<file path="src/rtl/fpio_fifo_wr_arb.sv">
// Round-robin, burst-locking arbiter sharing one fpio FIFO write port between N_REQ producers.
// The owner's request/data pass straight through to the FIFO while it holds the grant.
module fpio_fifo_wr_arb #(
    parameter int N_REQ      = 4,
    parameter int FIFO_BITS  = 4,
    parameter int DATA_WIDTH = 32,
    parameter int MAX_BURST  = 4
) (
    input  logic                           clock,
    input  logic                           reset,
    input  logic [N_REQ-1:0]               req_en,
    input  logic [N_REQ*DATA_WIDTH-1:0]    req_data,
    output logic [N_REQ-1:0]               req_ack,
    output logic [N_REQ*(FIFO_BITS+1)-1:0] req_avail,
    input  logic [FIFO_BITS:0]             fifo_avail,
    output logic [DATA_WIDTH-1:0]          fifo_data,
    output logic                           fifo_en,
    input  logic                           fifo_ack,
    output logic [N_REQ-1:0]               grant,
    output logic                           busy
);

    localparam int IW = (N_REQ > 1) ? $clog2(N_REQ) : 1;
    localparam int BW = $clog2(MAX_BURST + 1);

    typedef enum logic {
        ST_IDLE  = 1'b0,
        ST_GRANT = 1'b1
    } state_e;

    state_e                state_q, state_d;
    logic [N_REQ-1:0]      grant_q, grant_d;
    logic [IW-1:0]         owner_q, owner_d;
    logic [IW-1:0]         last_q, last_d;
    logic [BW-1:0]         burst_cnt_q, burst_cnt_d;

    logic [DATA_WIDTH-1:0] req_words_s [N_REQ];
    logic                  sel_found_s;
    logic [IW-1:0]         sel_idx_s;
    logic [IW-1:0]         scan_idx_s;
    logic                  xfer_s;
    logic [BW-1:0]         burst_inc_s;

    // Slice the flat request data bus into one word per requester.
    always_comb begin
        for (int i = 0; i < N_REQ; i++) begin
            req_words_s[i] = req_data[i*DATA_WIDTH +: DATA_WIDTH];
        end
    end

    // Round-robin pick: first active request starting just after the last released owner.
    always_comb begin
        sel_found_s = 1'b0;
        sel_idx_s   = '0;
        scan_idx_s  = '0;
        for (int k = 1; k <= N_REQ; k++) begin
            scan_idx_s = IW'((int'(last_q) + k) % N_REQ);
            if (!sel_found_s && req_en[scan_idx_s]) begin
                sel_found_s = 1'b1;
                sel_idx_s   = scan_idx_s;
            end else begin
                sel_found_s = sel_found_s;
            end
        end
    end

    // Next-state and datapath: quiet in IDLE, combinational pass-through of the owner in GRANT.
    always_comb begin
        state_d     = state_q;
        grant_d     = grant_q;
        owner_d     = owner_q;
        last_d      = last_q;
        burst_cnt_d = burst_cnt_q;
        fifo_en     = 1'b0;
        fifo_data   = '0;
        req_ack     = '0;
        xfer_s      = 1'b0;
        burst_inc_s = burst_cnt_q + BW'(1);
        case (state_q)
            ST_IDLE: begin
                if (sel_found_s) begin
                    state_d     = ST_GRANT;
                    owner_d     = sel_idx_s;
                    grant_d     = N_REQ'(1) << sel_idx_s;
                    burst_cnt_d = '0;
                end else begin
                    grant_d = '0;
                end
            end
            ST_GRANT: begin
                fifo_en          = req_en[owner_q];
                fifo_data        = fifo_en ? req_words_s[owner_q] : '0;
                req_ack[owner_q] = fifo_ack & req_en[owner_q];
                xfer_s           = fifo_en & fifo_ack;
                if (xfer_s) begin
                    burst_cnt_d = burst_inc_s;
                end else begin
                    burst_cnt_d = burst_cnt_q;
                end
                // Release once the owner goes quiet or its burst quota is used up.
                if (!req_en[owner_q] || (xfer_s && (burst_inc_s == BW'(MAX_BURST)))) begin
                    state_d     = ST_IDLE;
                    grant_d     = '0;
                    last_d      = owner_q;
                    burst_cnt_d = '0;
                end else begin
                    state_d = ST_GRANT;
                end
            end
            default: begin
                state_d     = ST_IDLE;
                grant_d     = '0;
                burst_cnt_d = '0;
            end
        endcase
    end

    // State register; last starts at N_REQ-1 so requester 0 wins the first arbitration.
    always_ff @(posedge clock) begin
        if (reset) begin
            state_q     <= ST_IDLE;
            grant_q     <= '0;
            owner_q     <= '0;
            last_q      <= IW'(N_REQ - 1);
            burst_cnt_q <= '0;
        end else begin
            state_q     <= state_d;
            grant_q     <= grant_d;
            owner_q     <= owner_d;
            last_q      <= last_d;
            burst_cnt_q <= burst_cnt_d;
        end
    end

    assign grant     = grant_q;
    assign busy      = (state_q == ST_GRANT);
    assign req_avail = {N_REQ{fifo_avail}};

endmodule

</file>
<file path="config.mk">
export PLATFORM = sky130hd
export DESIGN_NAME = fpio_fifo_wr_arb
export DESIGN_NICKNAME = d
export VERILOG_FILES = /design/src/rtl/fpio_fifo_wr_arb.sv
export SDC_FILE = /design/constraint.sdc
export NUM_CORES = 1
export LEC_CHECK = 0
export ABC_AREA = 1
export CAP_MARGIN = 20
export CORE_ASPECT_RATIO = 0.8
export CORE_MARGIN = 3
export CORE_UTILIZATION = 23
export CTS_CLUSTER_SIZE = 16
export DETAILED_ROUTE_END_ITERATION = 7
export PLACE_DENSITY = 0.71
export SLEW_MARGIN = 20
export SYNTH_ARGS = -nofsm -noshare
export SYNTH_HDL_FRONTEND = slang
export SYNTH_SLANG_ARGS = --single-unit
export TNS_END_PERCENT = 20
</file>
<file path="constraint.sdc">
create_clock -name clock -period 2 [get_ports clock]
set_input_delay 0.2 -clock clock [delete_from_list [all_inputs] [get_ports clock]]
set_output_delay 0.2 -clock clock [all_outputs]
set_load 0.02 [all_outputs]
</file>
==> flow_metrics.py <==
metrics = {
    "routing": {
        "drcViolationCount": 0,
        "via_per_inst": 4.81,
        "vias": 2734,
        "first_pass_iters": 5,
        "drt_iter0_markers": 87,
        "ant_nets": 0,
        "avgRoutedWirePerCell_um": 15.0,
        "wirelength_um": 8540,
    },
    "place": {
        "numPortBuffers": 176,
        "placed_cells": 563,
        "gp_congestion": 0.828,
        "dpl.hpwl_um": 7080,
    },
    "pwr": {
        "ir_drop_v": 0.000380,
        "power_switching_uw": 1660,
        "power_frac_comb_pct": 79.4,
        "seqPwrFrac_pct": 12.7,
        "power.density_nw_per_um2": 932,
        "total_power_uw": 3330,
        "p_leak_uw": 0.00156,
        "internal_power_uw": 1670,
        "p_clk_share_pct": 7.9,
        "swShare_pct": 49.8,
    },
    "min_path": {
        "hold_path_startpoint": "fifo_avail[4]",
        "hold_class": "in -> out",
    },
    "floorplan": {
        "fp.dieH_um": 83.6,
        "core_um2": 7090,
        "dieArea_um2": 8610,
        "start_util_pct": 24.4,
        "rows": 27,
        "io_pins": 202,
        "die_w_um": 103,
    },
    "yosys": {
        "synth_area_leaders": "nand2_1 26%, dfxtp_1 14%, a22oi_1 14%",
        "ys_ff_latch": 12,
        "yosys_warnings": 0,
        "synth_flop_cell": "dfxtp_1",
        "netlist.area_leader.share_pct": 26.2,
        "yosysTopAreaCell": "nand2_1",
        "synth_nets": 453,
        "ys_async_sr_fraction_pct": 0,
        "yosysSeqAreaShare_pct": 13.9,
        "synth_edf_count": 0,
        "synth_commonest_cells": "121 x nand2_1, 33 x a31oi_1, 32 x a22oi_1",
        "syn_avg_cell_area_um2": 5.57,
        "netlist_area_um2": 1730,
        "synthDistinctLibCells": 21,
        "yosysMostFrequentCell": "nand2_1",
        "synth_cells": 311,
    },
    "grt": {
        "grt_pass1_vias": 2636,
        "gr-total-overflow": 0,
        "grt_max_degree": 25,
        "grt_pass1_wl_um": 12800,
        "antenna_found_initial": 0,
        "gr-usage-all-layers_pct": 18.4,
    },
    "timing": {
        "tightest_slew_ns": 0.335,
        "fmax_mhz": 520,
        "relSlewSlack_pct": 77.6,
        "finalHoldViolCount": 0,
        "fin_crit_sh_pct": 96.2,
        "clock_skew_ns": 0.00791,
        "slew_viol_final": 0,
        "finalCriticalPeriod_ns": 1.92,
        "final-setup-viol-count": 0,
    },
    "clock_tree": {
        "clock-sinks": 12,
        "clockBufferDepth": 2,
        "hold_buffers": 0,
        "root_buffer": "clkbuf_8",
        "cts_tree": "built",
        "htreeDepth": 1,
        "clock_latency_ns": 0.25,
        "cts_buffers": 3,
    },
    "critical_path": {
        "end_kind": "output port",
        "worstPathArrival_ns": 1.72,
        "crit_cells": 7,
        "start_kind": "input port",
        "setup.worst_path.class": "in -> out",
        "reg2reg_slack_ns": 0.27,
        "r2r-end": "burst_cnt_q[1]",
        "path_buf_inv": 4,
        "cp_top_family": "buffers and inverters",
        "worst-r2r-cell-count": 9,
        "critPathRequiredTime_ns": 1.80,
        "path_cells": "clkdlybuf4s50_1 > inv_1 > o2111ai_2 > nand2_2 > buf_12 > a31oi_1 > clkbuf_2",
        "max_stage_delay_ns": 0.52,
        "slowest_stage": "clkdlybuf4s50_1",
        "crit_start": "req_en[3]",
        "r2r_start": "last_q[0]",
        "critPathCapture": "fifo_data[31]",
        "path_max_fanout": 24,
    },
    "final_layout": {
        "final_util_pct": 50.3,
        "diodes": 0,
        "layout-drive-gt1-share_pct": 16.8,
        "fin_nets": 624,
        "stdcell_count": 568,
        "syn_to_final_growth_pct": 106,
    },
    "outcome": {
        "status": "finished, final reports clean",
    },
    "job": {
        "drv_cap": 0,
    },
}
## power groups by stage
stage | Sequential (µW) | Clock [µW] | Combinational [µW]
5_1_grt | 438 | 283 | 2910
4_1_cts | 403 | 268 | 2650
3_3_place_gp | 400 | 0 | 2700
2_1_floorplan | 435 | 0 | 1440
3_5_place_dp | 403 | 0 | 2730
6_report | 422 | 263 | 2640
## worst min path at each step
stage | endpoint | slack, ns | cells past startpoint
3_3_place_gp | req_avail[18] | 0.40 | 0
2_1_floorplan | grant[0] | 0.27 | 1
6_report | req_avail[4] | 0.40 | 0
4_1_cts | req_avail[18] | 0.40 | 0
5_1_grt | req_avail[18] | 0.40 | 0
3_5_place_dp | req_avail[18] | 0.40 | 0
## layout by cell type, fill, tap and decap left out, types with 3 or more instances in the layout
master	Yosys	routed
clkdlybuf4s50_1	0	139
nand2_1	121	121
a22oi_1	32	32
a31oi_1	33	30
buf_4	20	28
clkbuf_2	0	21
inv_1	20	20
nand3_1	15	15
nor2_1	12	11
buf_2	2	10
dfxtp_1	12	9
a21oi_1	8	8
nand4_1	4	4
clkbuf_8	0	4
buf_12	0	4
nor2_4	0	3
inv_2	3	3
nor3_1	3	3
a31oi_2	0	3
## cells by family (layout without fill, tap and decap cells)
family	count (synthesis)	count (layout)	share of synthesized area, %
fa+ha+maj	2	2	1.44
flops	12	12	13.9
compound gates	78	78	30.4
buf+inv	61	231	17.7
simple gates	158	158	36.6
## through the flow
stage	hold slack (ns)	setup WS, ns	area (µm²)	TNS (ns)
floorplan	0.269	0.124	1730	0
global placement	0.401	-0.402	3630	-11.82
detailed placement	0.401	-0.431	3630	-12.93
CTS	0.401	-0.0782	3620	-1.36
global route	0.400	-0.00471	3570	-0.0182
finish	0.400	0.0759	3570	0
## cell type report
type	count	area (µm²)
fill	694	3520
timing repair buffer	203	1850
multi-input combinational	238	1220
sequential	12	249
tap	87	109
inverter	24	90.1
clock buffer	4	55.1
## metal layers
metal | track usage (%) | share of wire, % | vias to the layer above
li1 | - | - | 1390
met1 | 23.7 | 43 | 1220
met2 | 30.9 | 48 | 115
met3 | 4.51 | 8.3 | 9
met4 | 3.53 | 0.86 | 0
met5 | 0 | 0 | -
## registers in the layout (all words and copies together) (netlist names)
signal and count:
grant 4, burst_cnt_q 3, last_q 2, owner_q 2, busy 1
## repair_timing
| action | in CTS | in global routing |
|---|---|---|
| cloned | 0 | 0 |
| resized for setup | 113 | 62 |
| setup endpoints to repair | 37 | 40 |
| pin swaps | 0 | 2 |
| buffers inserted | 0 | 1 |
No activity file was read; power rests on OpenSTA's default activity.
==> variant 1: new RTL, same settings <==
Reset style: asynchronous (`reset`), changed in one clocked block.
--- a/src/rtl/fpio_fifo_wr_arb.sv
+++ b/src/rtl/fpio_fifo_wr_arb.sv
@@ -118,3 +118,3 @@
     // State register; last starts at N_REQ-1 so requester 0 wins the first arbitration.
-    always_ff @(posedge clock) begin
+    always_ff @(posedge clock or posedge reset) begin
         if (reset) begin
Check against the original RTL: differs if reset is asserted again (counterexample within 4 cycles, from zero or initial values and one cycle with reset high); with reset held inactive, the same outputs for 4 cycles.
==> variant 1 against the unedited design <==
- highest routed layer unchanged
- setup slack worse by 0.067 ns
- clock skew down 0.0071 ns
- die area increased by 16%
- first-iteration DRC count rose to 2.7 times the old value
- routed wire length is 20% higher
- sequential share of layout area is 0.63 points higher
- critical endpoint is now fifo_data[0]
- total power is 53% higher
- area after synthesis is 18% higher
- sequential cell count stayed put
- final area up 12%
- critical path type is now reg2out
- synthesized cell count grew 9.6%
==> variant 1: results (changes against the unedited design) <==
| Metric | Value |
|---|---|
| Critical path arrival | `1.79 ns (+0.07 ns)` |
| Final #Nets | `651 (+4.3%)` |
| Pleak | `1.75 nW (+12%)` |
| Number of global-route vias before repair | `2885 (+9.4%)` |
| Post-Place Setup Slack | `-0.384 ns (+0.0475 ns)` |
| Antenna Cells | `0 (unchanged)` |
| Top cells by area, synth | `nand2_1 21%, dfrtp_1 12%, nand3_1 10%` |
| Post-synthesis cell type count | `30 (+43%)` |
| Syn Nets | `483 (+6.6%)` |
| R2R Setup Slk | `0.24 ns (-0.03 ns)` |
| Routed length on met1 | `4360 µm (+20%)` |
| FFs w/ async S/R, synth | `1.00 (+1.00)` |
| Synth warnings | `0 (unchanged)` |
| Fill cells | `868 (+25%)` |
| Post-Route WL | `10300 µm (+20%)` |
| Mean area per synthesized cell | `5.97 µm² (+7.2%)` |
| Largest net degree at the start of global routing | `33 (+32%)` |
| Hold crit path type | `in2async` |
| Top post-synthesis cells by count | `114 x nand2_1, 42 x nand3_1, 27 x nor2_1` |
| GRT Util Overall | `0.187 (+0.00307)` |
| Number of antenna violations at the first check in global routing | `0 (unchanged)` |
| Vias | `3076 (+13%)` |
| Reg-to-Reg End | `grant[1]` |
| Post-route minimum period | `1.99 ns (+0.0673 ns)` |
| Final WS setup | `0.00865 ns (-0.0673 ns)` |
| VDD IR max | `0.436 mV (+15%)` |
| GR Layer Usage met2 | `0.307 (-0.00145)` |
| Met2 WL | `4730 µm (+15%)` |
| Met3 WL | `880 µm (+24%)` |
| First-pass GRT wire length | `15300 µm (+20%)` |
| Status | `completed` |
| Power Internal | `2.36 mW (+41%)` |
| 1st-iter DRT viols | `239 (+170%)` |
| Worst Setup EP | `fifo_data[0]` |
| Ys flop type | `dfrtp_1` |
| Crit path launch | `owner_q[0]` |
| Wire length per cell | `16.5 µm (+10%)` |
| Fraction of layout cells with a size suffix above 1 | `0.220 (+0.0521)` |
| Pwr dens | `1270 mW/mm² (+36%)` |
| R2R Path Start | `last_q[1]` |
| Met3 Use GR | `0.0559 (+0.0107)` |
| Post-DP Area | `0.00394 mm² (+8.5%)` |
| Sequential area share after synthesis | `0.149 (+0.0100)` |
| Post-DP HPWL | `7940 µm (+12%)` |
| Longest Clk Path Bufs | `2 (unchanged)` |
| Routing usage on met1 | `0.238 (+0.000558)` |
| FF-to-FF path depth | `11 (+2)` |
| Skew final | `0.000759 ns (-0.00715 ns)` |
| Placed cells | `614 (+9.1%)` |
| Critical path peak fanout | `13 (-46%)` |
| Tightest Pin Transition | `0.473 ns (+0.137 ns)` |
| Gp weighted congestion | `0.981 (+18%)` |
[variant 1: worst max-delay path: stages (launching register included)]
cell and delay, ns:
dfrtp_2 0.47, inv_4 0.08, nand2_1 0.07, nor2_1 0.09, nor2_1 0.06, nand3_2 0.09
nand2_4 0.10, buf_12 0.17, buf_12 0.14, nor2_2 0.14, buf_6 0.14
[variant 1: what timing repair did]
action                                  in CTS  in global routing
gates resized for setup                    142                 49
cloned                                       1                  0
pin swaps                                    0                  0
endpoints found under the setup margin      37                 37
hold endpoints to repair                     0                  0
buffers inserted                             0                  1
[variant 1: cells by family (layout without fill, tap and decap cells)]
logic type	count (synthesis)	count (layout)	synth area share
and+or+nand+nor	194	194	0.402
AOI/OAI and AO/OA	71	71	0.267
DFF	12	12	0.149
adders and majority gates	2	2	0.0123
buffers and inverters	62	229	0.170
[variant 1: how the worst min path moves through the flow]
stage,from,endpoint,slack [ns]
3_5_place_dp,fifo_avail[2],req_avail[2],0.40
5_1_grt,reset,burst_cnt_q[0],0.33
4_1_cts,reset,burst_cnt_q[0],0.30
6_report,reset,burst_cnt_q[1],0.28
3_3_place_gp,fifo_avail[2],req_avail[2],0.40
2_1_floorplan,reset,burst_cnt_q[0],0.06
[variant 1: area by class of cell]
type	count	share of cell area
sequential	12	0.0760
timing repair buffer	207	0.496
clock buffer	4	0.0138
multi-input combinational	267	0.361
inverter	18	0.0181
tap	112	0.0350
[variant 1: power by group through the flow]
stage          logic [mW]  clock network, mW  registers [mW]
3_5_place_dp         4.23                  0           0.455
6_report             4.35              0.265           0.461
3_3_place_gp         4.21                  0           0.456
5_1_grt              4.73              0.283           0.475
4_1_cts              4.27              0.279           0.461
2_1_floorplan        2.53                  0           0.439
==> variant 2: new RTL, config.mk and constraints unchanged <==
Made on the original files. `MAX_BURST`: 4 -> 2.
--- a/src/rtl/fpio_fifo_wr_arb.sv
+++ b/src/rtl/fpio_fifo_wr_arb.sv
@@ -6,3 +6,3 @@
     parameter int DATA_WIDTH = 32,
-    parameter int MAX_BURST  = 4
+    parameter int MAX_BURST  = 2
 ) (
Check against the original RTL: not equivalent (Yosys sat finds a counterexample within 4 cycles, from zero or initial values and one cycle with reset high).
==> variant 2 against the unedited design <==
- routed wire length up 6.5%
- total power increased by 19%
- final area grew 5.2%
- area after synthesis up 7.5%
- sequential cell count decreased by 1
- clock skew fell by 0.0041 ns
- setup slack worse by 0.063 ns
- hold slack is essentially flat
- critical path type is now reg2out
- largest cell class unchanged
==> variant 2: results (changes against the unedited design) <==
| Metric | Value |
|---|---|
| Status | `completed` |
| VDD IR max | `0.460 mV (+21%)` |
| 1st-iter DRT viols | `222 (+160%)` |
| WHS Endpoint | `req_avail[11]` |
| Top cells by area, synth | `nand2_1 14%, dfxtp_1 12%, nand3_1 11%` |
| PostCTS Resize Cnt | `77 (-32%)` |
| Met2 WL | `4220 µm (+2.4%)` |
| Skew final | `0.00376 ns (-0.00414 ns)` |
| Area fraction in compound gates after synthesis | `0.298 (-0.00648)` |
| Final #Nets | `625 (+0.16%)` |
| Critical path peak fanout | `9 (-63%)` |
| Slowest stage delay, CP | `0.36 ns (-0.16 ns)` |
| Crit path max-delay cell type | `dfxtp_2` |
| Switching portion of total power | `0.529 (+0.0307)` |
| Post-Route WL | `9090 µm (+6.5%)` |
| Met3 WL | `973 µm (+37%)` |
| Hold Slack | `0.400 ns (+0.00000300 ns)` |
| Vias | `2904 (+6.2%)` |
| Pre-Repair DR Iteration Count | `4 (-1)` |
| NetSw | `2.10 mW (+27%)` |
| Layout Cells excl Fill | `588 (+3.5%)` |
| Peak Freq | `503 MHz (-3.2%)` |
| Pleak | `1.62 nW (+3.8%)` |
| Tightest Pin Transition | `0.396 ns (+0.0608 ns)` |
| Adder-Cell Fraction of Synth Area | `0.00672 (-0.00773)` |
| Critical path arrival | `1.79 ns (+0.07 ns)` |
| Post-Place Setup Slack | `-0.373 ns (+0.0579 ns)` |
-- variant 2: cell types whose count changed after synthesis, sizes merged, moves of 12 or more --
| cell | before | now |
|---|---|---|
| a22oi | 32 | 16 |
| nor2 | 14 | 26 |
| a221oi | 0 | 16 |
| nand3 | 15 | 44 |
| a31oi | 33 | 16 |
| a21oi | 8 | 23 |
| nand2 | 122 | 82 |
-- variant 2: kinds of logic after synthesis --
group           Yosys count
compound gates           80
fa+ha+maj                 1
buf+inv                  68
flops                    11
simple gates            159
-- variant 2: metal layers --
metal | vias to the layer above | track usage
met2 | 160 | 0.319
met1 | 1298 | 0.226
met5 | - | 0
met4 | 0 | 0.0407
li1 | 1432 | -
met3 | 14 | 0.0469
-- variant 2: cell type report --
cell class	instances	area share
Clock buffer	3	0.0110
Timing Repair Buffer	202	0.509
Tap cell	105	0.0350
Clock inverter	1	0.00133
Inverter	26	0.0273
Multi-Input combinational cell	240	0.357
Sequential cell	11	0.0593
